<file path="src/rtl/reg_scoreboard_pkg.sv">
// reg_scoreboard_pkg: shared sizes, index type and hazard helper for the register scoreboard.
package reg_scoreboard_pkg;

    localparam int NREG    = 32;
    localparam int IDX_W   = 5;
    localparam int CNT_W   = 2;
    localparam int STALL_W = 16;

    typedef logic [IDX_W-1:0]   reg_idx_t;
    typedef logic [CNT_W-1:0]   sb_cnt_t;
    typedef logic [STALL_W-1:0] stall_t;

    localparam sb_cnt_t CNT_MAX   = '1;
    localparam stall_t  STALL_MAX = '1;

    // A pending source stops being a hazard when its last outstanding write lands this cycle.
    function automatic logic src_hazard(
        input logic     flag,
        input reg_idx_t idx,
        input logic     pending,
        input logic     last_one,
        input logic     retiring
    );
        return flag && (idx != '0) && pending && !(retiring && last_one);
    endfunction

endpackage

</file>
<file path="src/rtl/reg_scoreboard_sb_counter.sv">
// sb_counter: per-register count of in-flight writes, bumped at issue and drained at writeback.
module sb_counter
    import reg_scoreboard_pkg::*;
#(
    parameter int CNT_W_P = CNT_W
) (
    input  logic               clk,
    input  logic               rst_n,
    input  logic               inc_i,
    input  logic               dec_i,
    output logic [CNT_W_P-1:0] cnt_o,
    output logic               busy_o,
    output logic               at_max_o,
    output logic               is_one_o,
    output logic               underflow_o
);

    localparam logic [CNT_W_P-1:0] MAX = '1;
    localparam logic [CNT_W_P-1:0] ONE = CNT_W_P'(1);

    logic [CNT_W_P-1:0] cnt_q, cnt_d;

    always_comb begin
        cnt_d = (inc_i == dec_i) ? cnt_q
              : inc_i            ? ((cnt_q == MAX) ? cnt_q : cnt_q + ONE)
              :                    ((cnt_q == '0)  ? cnt_q : cnt_q - ONE);
    end

    always_ff @(posedge clk or negedge rst_n) begin
        if (!rst_n)
            cnt_q <= '0;
        else
            cnt_q <= cnt_d;
    end

    assign cnt_o       = cnt_q;
    assign busy_o      = cnt_q != '0;
    assign at_max_o    = cnt_q == MAX;
    assign is_one_o    = cnt_q == ONE;
    assign underflow_o = dec_i && !inc_i && (cnt_q == '0);

endmodule

</file>
<file path="src/rtl/reg_scoreboard.sv">
// reg_scoreboard: tracks in-flight register writes and gates ID issue on RAW/WAW hazards.
module reg_scoreboard
    import reg_scoreboard_pkg::*;
(
    input  logic               clk,
    input  logic               rst_n,
    input  logic               issue_valid,
    input  logic               issue_rs1_flag,
    input  logic [IDX_W-1:0]   issue_rs1,
    input  logic               issue_rs2_flag,
    input  logic [IDX_W-1:0]   issue_rs2,
    input  logic               issue_rd_flag,
    input  logic [IDX_W-1:0]   issue_rd,
    output logic               issue_ready,
    input  logic               wb_flag,
    input  logic [IDX_W-1:0]   wb_address,
    output logic [NREG-1:0]    busy_mask,
    output logic [STALL_W-1:0] stall_count,
    output logic               underflow_err
);

    sb_cnt_t         cnt [NREG];
    logic [NREG-1:0] busy, at_max, is_one, uflow;
    logic            rs1_haz, rs2_haz, rd_haz, fire;
    stall_t          stall_q, stall_d;
    logic            err_q, err_d;

    // x0 is hardwired: no counter, never pending.
    assign cnt[0]    = '0;
    assign busy[0]   = 1'b0;
    assign at_max[0] = 1'b0;
    assign is_one[0] = 1'b0;
    assign uflow[0]  = 1'b0;

    for (genvar i = 1; i < NREG; i++) begin : g_cnt
        logic inc, dec;
        assign inc = fire && (issue_rd == IDX_W'(i));
        assign dec = wb_flag && (wb_address == IDX_W'(i));
        sb_counter #(.CNT_W_P(CNT_W)) u_cnt (
            .clk         (clk),
            .rst_n       (rst_n),
            .inc_i       (inc),
            .dec_i       (dec),
            .cnt_o       (cnt[i]),
            .busy_o      (busy[i]),
            .at_max_o    (at_max[i]),
            .is_one_o    (is_one[i]),
            .underflow_o (uflow[i])
        );
    end

    always_comb begin
        rs1_haz = src_hazard(issue_rs1_flag, issue_rs1, cnt[issue_rs1] != '0, is_one[issue_rs1],
                             wb_flag && (wb_address == issue_rs1));
        rs2_haz = src_hazard(issue_rs2_flag, issue_rs2, cnt[issue_rs2] != '0, is_one[issue_rs2],
                             wb_flag && (wb_address == issue_rs2));
        rd_haz  = issue_rd_flag && (issue_rd != '0) && at_max[issue_rd]
                  && !(wb_flag && (wb_address == issue_rd));
        issue_ready = rst_n && !rs1_haz && !rs2_haz && !rd_haz;
        fire    = issue_valid && issue_ready && issue_rd_flag && (issue_rd != '0);
        stall_d = (issue_valid && !issue_ready && stall_q != STALL_MAX) ? stall_q + 1'b1 : stall_q;
        err_d   = err_q || (|uflow);
    end

    always_ff @(posedge clk or negedge rst_n) begin
        if (!rst_n) begin
            stall_q <= '0;
            err_q   <= 1'b0;
        end else begin
            stall_q <= stall_d;
            err_q   <= err_d;
        end
    end

    assign busy_mask     = busy;
    assign stall_count   = stall_q;
    assign underflow_err = err_q;

endmodule

</file>
<file path="config.mk">
export PLATFORM = sky130hd
export DESIGN_NAME = reg_scoreboard
export DESIGN_NICKNAME = d
export VERILOG_FILES = /design/src/rtl/reg_scoreboard_pkg.sv /design/src/rtl/reg_scoreboard_sb_counter.sv /design/src/rtl/reg_scoreboard.sv
export SDC_FILE = /design/constraint.sdc
export NUM_CORES = 1
export LEC_CHECK = 0
export CORE_MARGIN = 2
export CORE_UTILIZATION = 45
export DETAILED_ROUTE_END_ITERATION = 7
export PLACE_DENSITY = 0.75
export SYNTH_ARGS = -nofsm -noshare
export SYNTH_HDL_FRONTEND = slang
export SYNTH_SLANG_ARGS = --single-unit
</file>
<file path="constraint.sdc">
create_clock -name clk -period 4.8 [get_ports clk]
set_clock_uncertainty 0.1 [all_clocks]
set_input_delay 0.72 -clock clk [delete_from_list [all_inputs] [get_ports clk]]
set_output_delay 0.72 -clock clk [all_outputs]
set_load 0.005 [all_outputs]
</file>
# Word-level counts from Yosys, hierarchy flattened
# Cells that the tools add are included.
[word_totals] register_bits=79 latchBits=0 mem_bits_rw=0 rom_bits=0 input_bits=27 n_memories=0
[classes] add_sub_neg=63 n_mul=0 n_div=0 n_lt_le_gt_ge=5 n_eq_ne=221 shift=0 n_mux=105 n_bitwise=33 n_reduce_logical=284
[op_table] op="2-bit 2-to-1 mux" n=97
[op_table] op="5-bit == test (second input constant)" n=32
[op_table] op="1-bit logical AND" n=146
[op_table] op="3-bit AND reduction" n=31
[op_table] op="5-bit by 4-bit == test with 1-bit output (second input constant)" n=16
[op_table] op="2-bit nonzero test" n=33
[op_table] op="2-bit by 1-bit adder with 2-bit output (second input constant)" n=31
[op_table] op="2-bit by 1-bit == test with 1-bit output (second input constant)" n=31
[op_table] op="2-bit == test (second input constant)" n=31
[op_table] op="2-bit logical NOT" n=31
[op_table] op="2-bit by 1-bit != test with 1-bit output (second input constant)" n=31
[op_table] op="2-bit != test (second input constant)" n=31
[op_table] op="2-bit by 1-bit subtractor with 2-bit output (second input constant)" n=31
[op_table] op="5-bit by 3-bit == test with 1-bit output (second input constant)" n=8
[op_table] op="1-bit logical NOT" n=38
[op_table] op="1-bit == test" n=31
[op_table] op="1-bit inverter" n=31
[op_table] op="31-bit OR reduction" n=1
[op_table] op="2-bit binary-select mux with 5-bit select" n=2
[op_table] op="5-bit by 2-bit == test with 1-bit output (second input constant)" n=4
[op_table] op="5-bit by 6-bit less-than comparator with 1-bit output (second input constant)" n=3
[op_table] op="16-bit by 1-bit adder with 16-bit output (second input constant)" n=1
[op_table] op="16-bit != test (second input constant)" n=1
[op_table] op="1-bit binary-select mux with 5-bit select" n=3
[op_table] op="7 further kinds" n=16

# Longest topological paths before layout
[depth] word_depth=20 mapped_depth=18

# Cells and area by module
# From an unflattened synthesis, not the netlist that was laid out.
[hier_totals] cells_unflattened=1038 area_unflattened_um2=9063.7
[modules_own_cells] mod="sb_counter (g_cnt[10].u_cnt ...)" instances=28 cells_each=20 area_per_inst_um2=187.7
[modules_own_cells] mod="reg_scoreboard" instances=1 cells_each=424 area_per_inst_um2=3294.4
[modules_own_cells] mod="sb_counter (g_cnt[21].u_cnt ...)" instances=3 cells_each=18 area_per_inst_um2=171.4

# Worst setup path after synthesis
# No wires, ideal clock.
[synth_timing] kind="input port to flip-flop" startpoint="in issue_rd[1]" endpoint="reg err_q (netlist: underflow_err)" setup_time_ns=0.138 arrival_time_ns=3.988 path_slack_ns=0.573 path_stages=17 path_buffers=4 path_cell_list="buf_2 -> buf_2 -> mux2_2 -> o22ai_1 -> nor3_1 -> or4_1 -> a21boi_1 -> o211ai_1 -> inv_2 -> buf_6 -> buf_4 -> nand3_1 -> ha_1 -> a22o_1 -> a221oi_1 -> nand3_1 -> or4_1"
[synth_via] elab_chain_len=15
[synth_rtl] element="start, declared" line="reg_scoreboard.sv:13" source="input logic [IDX_W-1:0] issue_rd,"
[synth_rtl] element="1-bit binary-select mux with 5-bit select (tied with other cells)" line="reg_scoreboard.sv:57" source="rd_haz = issue_rd_flag && (issue_rd != '0) && at_max[issue_rd]"
[synth_rtl] element="1-bit 2-to-1 mux (implied by the code) (tied with other cells)" line="reg_scoreboard.sv:57"
[synth_rtl] element="1-bit logical AND or 1-bit logical NOT (tied branches)" line="reg_scoreboard.sv:57, reg_scoreboard.sv:58"
[synth_rtl] element="1-bit logical AND (*)" line="reg_scoreboard.sv:58" source="&& !(wb_flag && (wb_address == issue_rd));"
[synth_rtl] element="1-bit logical NOT (*)" line="reg_scoreboard.sv:59" source="issue_ready = rst_n && !rs1_haz && !rs2_haz && !rd_haz;"
[synth_rtl] element="1-bit logical AND (*)" line="reg_scoreboard.sv:59"
[synth_rtl] element="net issue_ready" line="reg_scoreboard.sv:14" source="output logic issue_ready,"
[synth_rtl] element="1-bit logical AND (*) (3 in a row)" line="reg_scoreboard.sv:60" source="fire = issue_valid && issue_ready && issue_rd_flag && (issue_rd != '0);"
[synth_rtl] element="1-bit logical AND" line="reg_scoreboard.sv:37" source="assign inc = fire && (issue_rd == IDX_W'(i));"
[synth_rtl] element="1-bit logical NOT" line="reg_scoreboard_sb_counter.sv:40" source="assign underflow_o = dec_i && !inc_i && (cnt_q == '0);"
[synth_rtl] element="1-bit logical AND (2 in a row)" line="reg_scoreboard_sb_counter.sv:40"
[synth_rtl] element="31-bit OR reduction (*)" line="reg_scoreboard.sv:62" source="err_d = err_q || (|uflow);"
[synth_rtl] element="1-bit logical OR (*)" line="reg_scoreboard.sv:62"
[synth_rtl] element="net err_d" line="reg_scoreboard.sv:26" source="logic err_q, err_d;"
[synth_rtl] element="end signal, assigned" line="reg_scoreboard.sv:71" source="err_q <= err_d;"
[synth_rtl] element="end, declared" line="reg_scoreboard.sv:26"
# Mark *: on every way through the listed nets, which the timed path passes. The rest lies on a longest branch. The select of a mux whose other input is x is not followed.
# A chain may end at the register's enable or synchronous reset.

# Final worst setup path
[layout_timing] startpoint="in issue_rs2[1]" endpoint="out issue_ready"
[layout_via] elab_chain_len=10
[layout_rtl] element="start, declared" line="reg_scoreboard.sv:11" source="input logic [IDX_W-1:0] issue_rs2,"
[layout_rtl] element="5-bit inverter with 6-bit output (implied by the code)" line="reg_scoreboard.sv:55" source="rs2_haz = src_hazard(issue_rs2_flag, issue_rs2, cnt[issue_rs2] != '0, is_one[issue_rs2],"
[layout_rtl] element="2-bit binary-select mux with 5-bit select" line="reg_scoreboard.sv:55"
[layout_rtl] element="2-bit 2-to-1 mux (implied by the code) (2 in a row)" line="reg_scoreboard.sv:55"
[layout_rtl] element="2-bit nonzero test" line="reg_scoreboard.sv:55"
[layout_rtl] element="1-bit logical AND" line="reg_scoreboard_pkg.sv:24" source="return flag && (idx != '0) && pending && !(retiring && last_one);"
[layout_rtl] element="1-bit logical AND (*)" line="reg_scoreboard_pkg.sv:24"
[layout_rtl] element="1-bit logical NOT (*)" line="reg_scoreboard.sv:59"
[layout_rtl] element="1-bit logical AND (*) (2 in a row)" line="reg_scoreboard.sv:59"
[layout_rtl] element="end, declared" line="reg_scoreboard.sv:14"
# Every way passes the cells marked *; elsewhere a longest branch is shown, timed or not. The select of a mux whose other input is x is not followed.

==> flow_summary.toml <==
[run_status]
run_status = "finished, final reports clean"

[synthesis]
synth_nets = 1205
ys_seq_area_share_pct = 21.8
avgSynthCellArea_um2 = 8.62
yosysWarnings = 0
synth_cell_types = 72
synth_edf_count = 0
ys_async_sr_fraction_pct = 100
synthCells = 1053
ys_dominant_reg_cell = "dfrtp_1"
ys_ff_latch = 79
syn_area_um2 = 9080

[timing]
period_share_pct = 99.6
final_hold_viol_count = 0
clock.fmax_ghz = 0.209
max-slew-margin-rel_pct = 53.6
layout_min_cycle_time_ps = 4780
setup_viol = 0
worst_pin_slew_ps = 695
maxSlewViolCount = 0
worst_slack_ps = 21.2
finalSetupTns_ps = 0

[setup_path]
slowest_delay_ps = 530
startpoint_type = "primary input"
critPathKind = "in -> out"
required_ps = 3980
critPathTopFamily = "buffers and inverters"
worst_ep_arrival_time_ps = 3960
end_kind = "output port"
cp_max_fo = 12
crit_slowest_cell = "mux4_2"
path_cells = "clkdlybuf4s50_1 -> buf_12 -> buf_4 -> buf_4 -> mux4_2 -> mux2i_1 -> a211oi_1 -> a211o_1 -> o211ai_1 -> inv_2 -> buf_4 -> clkdlybuf4s50_1"
cp_num_buf_inv = 7
cp_common_cell = "buf_4"

[power]
ir_drop_mv = 0.237
leakage_nw = 4.98
power.density_nw_per_um2 = 277

[placement]
post-place-ws_ps = -345
hpwl_um = 22600
place.gp.congestion = 1.00
portBuffers = 75

[job]
max_cap_viol_count = 0

[cells_and_area]
diodes = 0
syn_to_final_growth_pct = 19.6
drive_above_1_share_pct = 15.8
fill_cells = 1815
nets = 1312

[clocking]
clock-root-buffer = "clkbuf_16"
cts_hold_repair.buffers = 0
clk_path_buf_depth = 2
clk_latency_ps = 360
numCtsBuffers = 9
htreeDepth = 3
cts_sinks = 79
cts_tree = "done"
clk_pin_slew_ps = 70

[floorplanning]
ios = 77
start_util_pct = 46.2
rows = 51
die_area_um2 = 21300
die_w_um = 146
die_h_um = 146
core_area_um2 = 19700

[drt]
drtIter0Drc = 1040
dr.pass1.iters = 6
num_vias = 8294
drc = 0
totalWireLength_um = 28200
ant_nets = 0
via_per_inst = 5.80
drt-wirelength-per-cell_um = 19.7

[grt]
grt_pass1_wl_um = 44600
track_usage_pct = 26.6
gr-total-overflow = 0
grt_pass1_vias = 8042
antenna_found_initial = 0
grt_start_max_net_pins = 51

[hold_path]
hold_path.class = "in -> async"
-- kinds of logic after synthesis --
kind of cell | Yosys count | synth area share, %
AOI/OAI and AO/OA | 118 | 9.74
xor gates and xnor gates | 59 | 5.69
adders and majority gates | 125 | 17.2
buffers and inverters | 186 | 9.48
DFF | 79 | 21.8
muxes | 87 | 13.1
other | 1 | 0.0413
and+or+nand+nor | 398 | 22.9
-- sequential cells by signal, indices dropped and copies added, names as in the netlist --
name	flops
g_cnt.u_cnt.cnt_o	62
stall_count	16
underflow_err	1
-- synthesized netlist by cell type, types with 7 or more instances --
cell       count  area [um2]
inv_1        108         405
nor3_1        24         120
mux4_2        24         541
nor2b_1       35         219
a22oi_1       15         113
and3_1         8        50.1
nand2_1       51         191
nor3b_1       14         105
mux2_2        16         180
buf_4         34         255
a21oi_1       15        75.1
o21ai_0        8        40.0
xor2_1         9        78.8
ha_1         125        1560
nand3_1       29         145
clkbuf_1      21        78.8
o2bb2ai_1      8        70.1
nand4_1       27         169
dfrtp_1       79        1980
buf_2         16        80.1
nor4_1        19         119
o22ai_1        7        43.8
a211oi_1      11        82.6
xnor2_1       50         438
nor2_1       140         526
mux2i_1       47         470
-- report_power, final --
part	switching (mW)	total, mW	leakage [nW]	internal (mW)
Combinational	0.685	1.32	3.80	0.631
Sequential	0.158	0.941	1.03	0.783
Clock	0.338	0.753	0.149	0.415
-- layout by cell type, fill, tap and decap left out, drive strengths merged, types with 5 or more instances in the layout --
| master | instances |
|---|---|
| xnor2 | 50 |
| a22oi | 15 |
| o2bb2ai | 8 |
| nand2 | 51 |
| inv | 114 |
| or3 | 5 |
| a31oi | 6 |
| nand4 | 30 |
| or2 | 6 |
| and4b | 6 |
| a211oi | 12 |
| o22ai | 7 |
| nand3 | 29 |
| o21ai | 8 |
| nor2b | 35 |
| nor4 | 19 |
| mux4 | 24 |
| clkdlybuf4s50 | 72 |
| nor2 | 140 |
| and3 | 8 |
| a21oi | 15 |
| ha | 125 |
| nor3 | 26 |
| dfrtp | 79 |
| mux2i | 47 |
| mux2 | 16 |
| clkbuf | 9 |
| xor2 | 9 |
| a221oi | 6 |
| buf | 98 |
| nor3b | 14 |
-- through the flow --
stage / utilization (%) / hold slack, ps / cells / power [mW] / instance area [um2]
5_1_grt: 55.2 / 239 / 1430 / 3.18 / 10900
6_report: 55.2 / 193 / 1430 / 3.01 / 10900
2_1_floorplan: - / 324 / 1053 / 1.76 / 9080
3_3_place_gp: 53.2 / 384 / 1408 / 2.19 / 10500
3_5_place_dp: 53.2 / 387 / 1408 / 2.23 / 10500
4_1_cts: 54.9 / 218 / 1427 / 2.99 / 10800
-- path summary, 6_finish.rpt --
path / startpoint / cells past startpoint / end / slack [ps]
setup / recovery: issue_rs2[1] / 12 / issue_ready / 20
hold / removal: rst_n / 1 / g_cnt[20].u_cnt.cnt_o[0]$_DFFE_PN0P_ / 190
setup reg to reg: g_cnt[23].u_cnt.cnt_o[0]$_DFFE_PN0P_ / 15 / underflow_err$_DFF_PN0_ / 260
hold reg to reg: stall_count[7]$_DFFE_PN0P_ / 1 / stall_count[7]$_DFFE_PN0P_ / 400
max in group asynchronous: rst_n / 2 / stall_count[11]$_DFFE_PN0P_ / 3310
min in group clk: stall_count[7]$_DFFE_PN0P_ / 1 / stall_count[7]$_DFFE_PN0P_ / 400
-- metal layers --
layer	track usage [%]	vias up	part of all wire [%]
li1	-	3876	-
met1	35.2	4007	42
met2	42.4	338	46
met3	4.47	73	7.5
met4	12.5	0	4.5
met5	0	-	0
-- area by class of cell --
type | count | area (um2) | area share (%)
Tap cell | 265 | 332 | 3.05
Timing Repair inverter | 1 | 7.51 | 0.0691
Multi-Input combinational cell | 788 | 6290 | 57.9
Timing Repair Buffer | 172 | 1540 | 14.1
Clock inverter | 7 | 83.8 | 0.772
Clock buffer | 9 | 225 | 2.07
Sequential cell | 79 | 1980 | 18.2
Inverter | 109 | 409 | 3.77
-- what timing repair did --
| action | in CTS | in global routing |
|---|---|---|
| cloned | 0 | 1 |
| pin swaps | 0 | 1 |
| gates resized for setup | 0 | 14 |
| endpoints found under the setup margin | 1 | 20 |
| setup buffers | 3 | 2 |
Power figures use the tool's default switching activity.
